[config.mk]
export PLATFORM = sky130hd
export DESIGN_NAME = tlcd_bus_arbiter
export DESIGN_NICKNAME = d
export VERILOG_FILES = /design/src/rtl/tlcd_bus_arbiter.sv
export SDC_FILE = /design/constraint.sdc
export NUM_CORES = 1
export LEC_CHECK = 0
export CELL_PAD_IN_SITES_DETAIL_PLACEMENT = 1
export CELL_PAD_IN_SITES_GLOBAL_PLACEMENT = 1
export CORE_MARGIN = 2
export CORE_UTILIZATION = 33
export DETAILED_ROUTE_END_ITERATION = 8
export GPL_ROUTABILITY_DRIVEN = 0
export PLACE_DENSITY_LB_ADDON = 0.1
export SETUP_SLACK_MARGIN = 0.05
export SYNTH_ARGS = -nofsm -noshare
export SYNTH_HDL_FRONTEND = slang
export SYNTH_SLANG_ARGS = --single-unit
[constraint.sdc]
create_clock -name CLK -period 1.6 [get_ports CLK]
set_input_delay 0.16 -clock CLK [delete_from_list [all_inputs] [get_ports CLK]]
set_output_delay 0.16 -clock CLK [all_outputs]
set_load 0.02 [all_outputs]
[src/rtl/tlcd_bus_arbiter.sv]
// tlcd_bus_arbiter: shares the Text LCD pin bus between two byte requesters with HD44780 write timing.
// Ports: CLK/RST (sync active-high); per port n: REQn, VALIDn, RSn, DATAn in, GNTn, READYn out;
// LCD side: TLCD_E, TLCD_RS, TLCD_RW (tied 0), TLCD_DATA; BUSY while a byte is in flight.
// Build option: define TLCD_RR_ARB_EN for round-robin tie breaking (default: port 0 wins ties).
module tlcd_bus_arbiter #(
  parameter int SETUP_CYC    = 4,
  parameter int PULSE_CYC    = 12,
  parameter int HOLD_CYC     = 4,
  parameter int GAP_CYC      = 2000,
  parameter int LONG_GAP_CYC = 82000
) (
  input  logic       CLK,
  input  logic       RST,
  input  logic       REQ0,
  input  logic       VALID0,
  input  logic       RS0,
  input  logic [7:0] DATA0,
  output logic       GNT0,
  output logic       READY0,
  input  logic       REQ1,
  input  logic       VALID1,
  input  logic       RS1,
  input  logic [7:0] DATA1,
  output logic       GNT1,
  output logic       READY1,
  output logic       TLCD_E,
  output logic       TLCD_RS,
  output logic       TLCD_RW,
  output logic [7:0] TLCD_DATA,
  output logic       BUSY
);
  localparam int CW = $clog2(LONG_GAP_CYC + 1);
  localparam logic [2:0] IDLE  = 3'd0;
  localparam logic [2:0] SETUP = 3'd1;
  localparam logic [2:0] PULSE = 3'd2;
  localparam logic [2:0] HOLD  = 3'd3;
  localparam logic [2:0] GAP   = 3'd4;
  logic [2:0] state_q, state_d;
  logic [CW-1:0] cnt_q, cnt_d;
  logic gnt0_q, gnt0_d, gnt1_q, gnt1_d, e_q, e_d, rs_q, rs_d;
  logic [7:0] data_q, data_d;
  logic idle, free, done, acc0, acc1, long_gap, pick0;
  assign idle = state_q == IDLE;
  assign free = idle & ~gnt0_q & ~gnt1_q;
  assign done = cnt_q == '0;
  assign READY0 = gnt0_q & idle;
  assign READY1 = gnt1_q & idle;
  assign acc0 = VALID0 & READY0;
  assign acc1 = VALID1 & READY1;
  // clear and return-home commands need the long execute wait
  assign long_gap = ~rs_q & (data_q == 8'h01 | data_q == 8'h02 | data_q == 8'h03);
`ifdef TLCD_RR_ARB_EN
  // ptr_q=1 means port 1 was granted last, so port 0 wins the next tie
  logic ptr_q, ptr_d;
  assign pick0 = REQ0 & (~REQ1 | ptr_q);
  assign ptr_d = free & (REQ0 | REQ1) ? ~pick0 : ptr_q;
  always_ff @(posedge CLK)
    ptr_q <= RST ? 1'b1 : ptr_d;
`else
  assign pick0 = REQ0;
`endif
  // an owner keeps the bus until it drops REQ while the engine is idle
  always_comb begin
    gnt0_d = free ? pick0 : gnt0_q & (REQ0 | ~idle);
    gnt1_d = free ? REQ1 & ~pick0 : gnt1_q & (REQ1 | ~idle);
  end
  always_comb begin
    state_d = state_q;
    cnt_d = done ? cnt_q : cnt_q - 1'b1;
    e_d = e_q;
    rs_d = rs_q;
    data_d = data_q;
    if (idle) begin
      if (acc0 | acc1) begin
        state_d = SETUP;
        cnt_d = CW'(SETUP_CYC - 1);
        rs_d = acc0 ? RS0 : RS1;
        data_d = acc0 ? DATA0 : DATA1;
      end
    end else if (done) begin
      case (state_q)
        SETUP: begin
          state_d = PULSE;
          cnt_d = CW'(PULSE_CYC - 1);
          e_d = 1'b1;
        end
        PULSE: begin
          state_d = HOLD;
          cnt_d = CW'(HOLD_CYC - 1);
          e_d = 1'b0;
        end
        HOLD: begin
          state_d = GAP;
          cnt_d = long_gap ? CW'(LONG_GAP_CYC - 1) : CW'(GAP_CYC - 1);
        end
        default: state_d = IDLE;
      endcase
    end
  end
  always_ff @(posedge CLK) begin
    if (RST) begin
      state_q <= IDLE;
      cnt_q <= '0;
      gnt0_q <= 1'b0;
      gnt1_q <= 1'b0;
      e_q <= 1'b0;
      rs_q <= 1'b0;
      data_q <= 8'h00;
    end else begin
      state_q <= state_d;
      cnt_q <= cnt_d;
      gnt0_q <= gnt0_d;
      gnt1_q <= gnt1_d;
      e_q <= e_d;
      rs_q <= rs_d;
      data_q <= data_d;
    end
  end
  assign GNT0 = gnt0_q;
  assign GNT1 = gnt1_q;
  assign TLCD_E = e_q;
  assign TLCD_RS = rs_q;
  assign TLCD_RW = 1'b0;
  assign TLCD_DATA = data_q;
  assign BUSY = ~idle;
endmodule

## After elaboration in Yosys (flattened, before gate mapping)

Index checks and enable logic that the tools add are counted.
Widths: inputs -> output; s select.

| cells by class | value |
|---|---|
| $add $sub $neg | 1 |
| equality and inequality tests | 7 |
| muxes and demuxes | 15 |
| bitwise gates (word level) | 20 |
| reductions and logical operators | 7 |

Operators with widths:

| cell | count |
|---|---|
| $mux 17 | 5 |
| $pmux 17 s3 | 1 |
| $logic_not 17->1 | 1 |
| $sub 17x1->17 const B | 1 |
| $eq 8x2->1 const B | 2 |
| $and 1x1->1 | 10 |
| $mux 3 | 3 |
| $pmux 3 s3 | 1 |
| $eq 8x1->1 const B | 1 |
| $mux 8 | 1 |
| $eq 3x2->1 const B | 2 |
| $not 1->1 | 5 |
| $or 1x1->1 | 5 |
| $reduce_and 2->1 | 2 |
| $reduce_bool 2->1 | 2 |
| $eq 3x1->1 const B | 1 |
| $logic_not 3->1 | 1 |
| $mux 1 | 3 |
| $reduce_and 3->1 | 1 |
| $ne 2x1->1 const B | 1 |
| $pmux 1 s2 | 1 |

| storage, ports and cells | value |
|---|---|
| register bits | 32 |
| input bits | 24 |
| output and inout port bits | 16 |
| logic and storage cells | 57 |

## Logic depth before layout (Yosys ltp)

Gate-level depths: netlist of run 1.

| logic depth | value |
|---|---|
| depth in word-level cells | 8 |
| depth in mapped cells | 7 |
| depth with buffers taken out | 6 |

## Worst setup path after synthesis of run 1

Ideal clock, no wire load.

| timing path | value |
|---|---|
| kind | flip-flop to flip-flop |
| start point | register state_q[0] |
| end point | register cnt_q[7] |
| library setup time | 0.125 ns |
| arrival time | 1.569 ns |
| data required time | 1.475 ns |
| path slack | -0.094 ns |
| stages on the path, launching flop included | 8 |
| buffers on the path | 3 |
| clock period less this slack | 1.694 ns |
| cells stage by stage | dfxtp_1 -> buf_2 -> or3_1 -> buf_2 -> a21oi_2 -> a311o_2 -> buf_2 -> o21ai_0 |

| between the ends | value |
|---|---|
| longest elaborated chain between the ends | 6 |
| elaborated cells between the ends (all ways) | 13 |
| those cells by class | eq/ne: 3; mux: 4; bitwise: 5; reduce/logical: 1 |

RTL lines:

| element | RTL line | RTL |
|---|---|---|
| start, declared | 38 | `logic [2:0] state_q, state_d;` |
| start signal, assigned | 110 | `state_q <= state_d;` |
| $logic_not 3->1 | 43 | `assign idle = state_q == IDLE;` |
| $and 1x1->1, on equally long branches | 46, 47 |  |
| $and 1x1->1, on equally long branches | 48, 49 |  |
| $or 1x1->1 | 74 | `if (acc0 \| acc1) begin` |
| $mux 17 | 74 |  |
| $mux 17 (*) | 73 | `if (idle) begin` |
| end signal, assigned | 111 | `cnt_q <= cnt_d;` |
| end, declared | 39 | `logic [CW-1:0] cnt_q, cnt_d;` |

Mark *: on every way between the ends. The rest lies on a longest branch, timed or not.
A chain may end at the register's enable or synchronous reset.

## Final worst setup path of run 1

| timing path | value |
|---|---|
| start point | register cnt_q[0] |
| end point | register cnt_q[10] |

| between the ends | value |
|---|---|
| longest elaborated chain between the ends | 5 |
| elaborated cells between the ends (all ways) | 7 |
| those cells by class | add/sub: 1; mux: 5; reduce/logical: 1 |

RTL lines:

| element | RTL line | RTL |
|---|---|---|
| $sub 17x1->17 / $logic_not 17->1 (equally long branches) | 69, 45 |  |
| $mux 17 | 69 | `cnt_d = done ? cnt_q : cnt_q - 1'b1;` |
| $pmux 17 s3 | 81 | `case (state_q)` |
| $mux 17 | 80 | `end else if (done) begin` |
| $mux 17 (*) | 73 |  |

Marks and branches as above.

==> results of run 1 <==
[layout make-up]
type                       count  area (um^2)
tap                           67         83.8
clock buffer                   6         72.6
fill                         559         1850
timing repair buffer          92          877
multi-input combinational    149         1240
sequential                    32          649
inverter                       4         15.0
clock inverter                 2         35.0
[critical path, cell delays in order (launching register included)]
cell     delay (ns)
dfxtp_1        0.37
inv_1          0.09
ha_2           0.22
and4_4         0.20
buf_6          0.14
or3b_1         0.37
a21o_1         0.16
nand2_1        0.05
[stage by stage]
| stage | TNS (ns) | std cells |
|---|---|---|
| after global routing | -2.32 | 352 |
| after global placement | -0.379 | 332 |
| after detailed placement | -1.52 | 332 |
| final | -0.791 | 352 |
| after CTS | -0.425 | 349 |
| after floorplan | -0.0429 | 194 |
[routing by layer]
| metal | track usage (%) | wire [um] | vias up |
|---|---|---|---|
| met5 | 0 | 0 | - |
| met4 | 10.7 | 158 | 0 |
| met3 | 4.82 | 198 | 11 |
| met2 | 44.4 | 3820 | 38 |
| met1 | 25.9 | 2500 | 895 |
| li1 | - | - | 880 |
[flip-flops by register name, indices dropped and copies added (netlist names)]
| signal | count |
|---|---|
| TLCD_RS | 1 |
| GNT0 | 1 |
| cnt_q | 17 |
| state_q | 3 |
| TLCD_E | 1 |
| GNT1 | 1 |
| TLCD_DATA | 8 |
[cell families after synthesis]
kind of cell             count (synthesis)  synth area share (%)
AO/OA/AOI/OAI                           47                  18.2
adder cells (fa/ha/maj)                  2                  1.50
AND/OR/NAND/NOR                         78                  26.0
other                                    1                 0.224
XOR/XNOR                                 8                  4.19
flip-flops                              32                  38.3
multiplexers                            12                  7.26
buffers and inverters                   14                  4.27
[report_power, final]
| group | internal (uW) | switching [uW] | leakage (uW) |
|---|---|---|---|
| combinational | 2730 | 2680 | 0.000838 |
| clock | 462 | 322 | 0.0000552 |
| sequential | 1100 | 242 | 0.000265 |
[synthesized netlist by cell type (2+ instances only)]
library cell / n / area share (%)
a21oi_2: 2 / 1.0
o21ai_0: 11 / 3.3
nand4_1: 2 / 0.75
o211ai_1: 3 / 1.3
nor3_1: 9 / 2.7
inv_1: 4 / 0.90
nand3b_1: 2 / 0.90
mux2i_1: 11 / 6.6
nor2_1: 30 / 6.7
xnor2_1: 4 / 2.1
ha_1: 2 / 1.5
a211oi_1: 11 / 4.9
a21oi_1: 9 / 2.7
o31ai_1: 3 / 1.3
or3_1: 2 / 0.75
o21ai_1: 2 / 0.60
clkbuf_1: 2 / 0.45
buf_2: 6 / 1.8
nand3_1: 3 / 0.90
xor2_1: 4 / 2.1
nor4_1: 3 / 1.1
dfxtp_1: 32 / 38
nand2_1: 13 / 2.9
nor2b_1: 2 / 0.75
[path summary, 6_finish.rpt]
path,to,slack (ns)
worst max-delay path,cnt_q[10],-0.1
worst min-delay path,GNT1,0.48
worst max register to register,cnt_q[10],-0.1
worst min register to register,GNT0,0.54
[repair_timing]
item                                    CTS  global route
gates resized for setup                  41            48
cloned                                    2             1
pin swaps                                 6            23
hold endpoints to repair                  0             0
buffers inserted                          7             3
endpoints found under the setup margin   33            32
==> run_results.csv, run 1 <==
group,metric,value,unit
route,dr.pass1.iters,4,
clock_tree,clk_pin_slew,0.08,ns
sta,period_share,106,%
clock_tree,cts_hold_buf,0,
sta,hold_ws,0.478,ns
route,ant_nets,0,
route,wl,6.68,mm
placement,place_ws,-0.132,ns
clock_tree,htree_levels,2,
grt,grt_pass1_wl,10.1,mm
final_layout,final_nets,310,
logic_synthesis,syn-instance-count,194,
logic_synthesis,ys_ff_latch,32,
final_layout,antenna-diode-count,0,
logic_synthesis,ys_types,46,
power_and_ir_drop,power,7530,uW
route,routedWlPerCell,19.0,um
sta,setup_slack,-0.0956,ns
hold_path,hold_class,"input port to flip-flop",
setup_path,cp-start-kind,"flip-flop",
logic_synthesis,synth_edf_count,0,
grt,grt_pass1_vias,2115,
sta,finalCriticalPeriod,1.70,ns
route,vias,1824,
hold_path,hold_depth,3,
hold_path,hp-start,"REQ1",
setup_path,cp_data_required_time,1.82,ns
clock_tree,cts_max_path_buffers,2,
sta,worstMarginPinSlew,0.529,ns
clock_tree,clockRootBuffer,"clkbuf_8",
final_layout,layout_commonest_cell,"buf_4",
final_layout,layout_common_cells,"40 x buf_4, 34 x clkdlybuf4s50_1, 27 x dfxtp_1",
power_and_ir_drop,vdd_drop_max,0.986,mV
run_status,status,"finished, violations left",
logic_synthesis,synth_seq_area_share,38.3,%
setup_path,startpoint,"cnt_q[0]",
route,drc,0,
grt,grt_remaining_overflow,0,
route,drtIter0Drc,43,
setup_path,arrival,1.92,ns
logic_synthesis,netlist_area,1670,um^2
grt,gr-usage-all-layers,23.9,%
logic_synthesis,ys.warnings.count,0,
power_and_ir_drop,cellLeakagePower,0.00116,uW
final_layout,post-route-util,61.7,%
grt,antenna_found_initial,0,
sta,finalHoldViolations,0,
logic_synthesis,async_flop_share,0,%
die,die-area,5650,um^2
placement,hpwl,4.11,mm
run_status,violations,"setup timing",
clock_tree,cts_sinks,32,
power_and_ir_drop,cellPowerDensity,2540,nW/um^2
grt,grt_max_degree,15,
flow_run,cap_viol_max_count,0,
die,row_count,25,
sta,maxSlewViolCount,0,
setup_path,worst_setup_path_end_kind,"flip-flop",
die,start_util,34.7,%
logic_synthesis,synthFlopType,"dfxtp_1",
die,core_area,4820,um^2
sta,finClkSkew,0.0178,ns
sta,grt_setup_unrepaired,"true",
final_layout,area_growth,77.8,%
setup_path,regToRegStartpoint,"cnt_q[0]",
clock_tree,cts_buffers,5,
logic_synthesis,syn_nets,220,
die,boundaryPins,40,
setup_path,worst-r2r-cell-count,7,
final_layout,stdcell_area,2970,um^2
final_layout,drive_gt1_share,44.9,%
sta,setup_viol,16,
die,chipWidth,75.2,um
setup_path,crit_fanout,8,
clock_tree,cts_tree,"built",
sta,fmax,0.590,GHz
sta,relSlewSlack,64.6,%
clock_tree,clk_latency,0.30,ns
placement,portBuffers,38,
logic_synthesis,syn_area_per_cell,8.62,um^2
placement,placed_area,2440,um^2
die,die_y,75.2,um
setup_path,worstSetupPathType,"flip-flop to flip-flop",
route,vias_per_cell,5.18,
No activity file was read; power rests on OpenSTA's default activity.
==> run 2, diff against run 1 <==
Settings changed: CTS_CLUSTER_SIZE from default to 16.
==> results of run 2 <==
No change in the layout: final DEF, timing and power equal those of run 1.
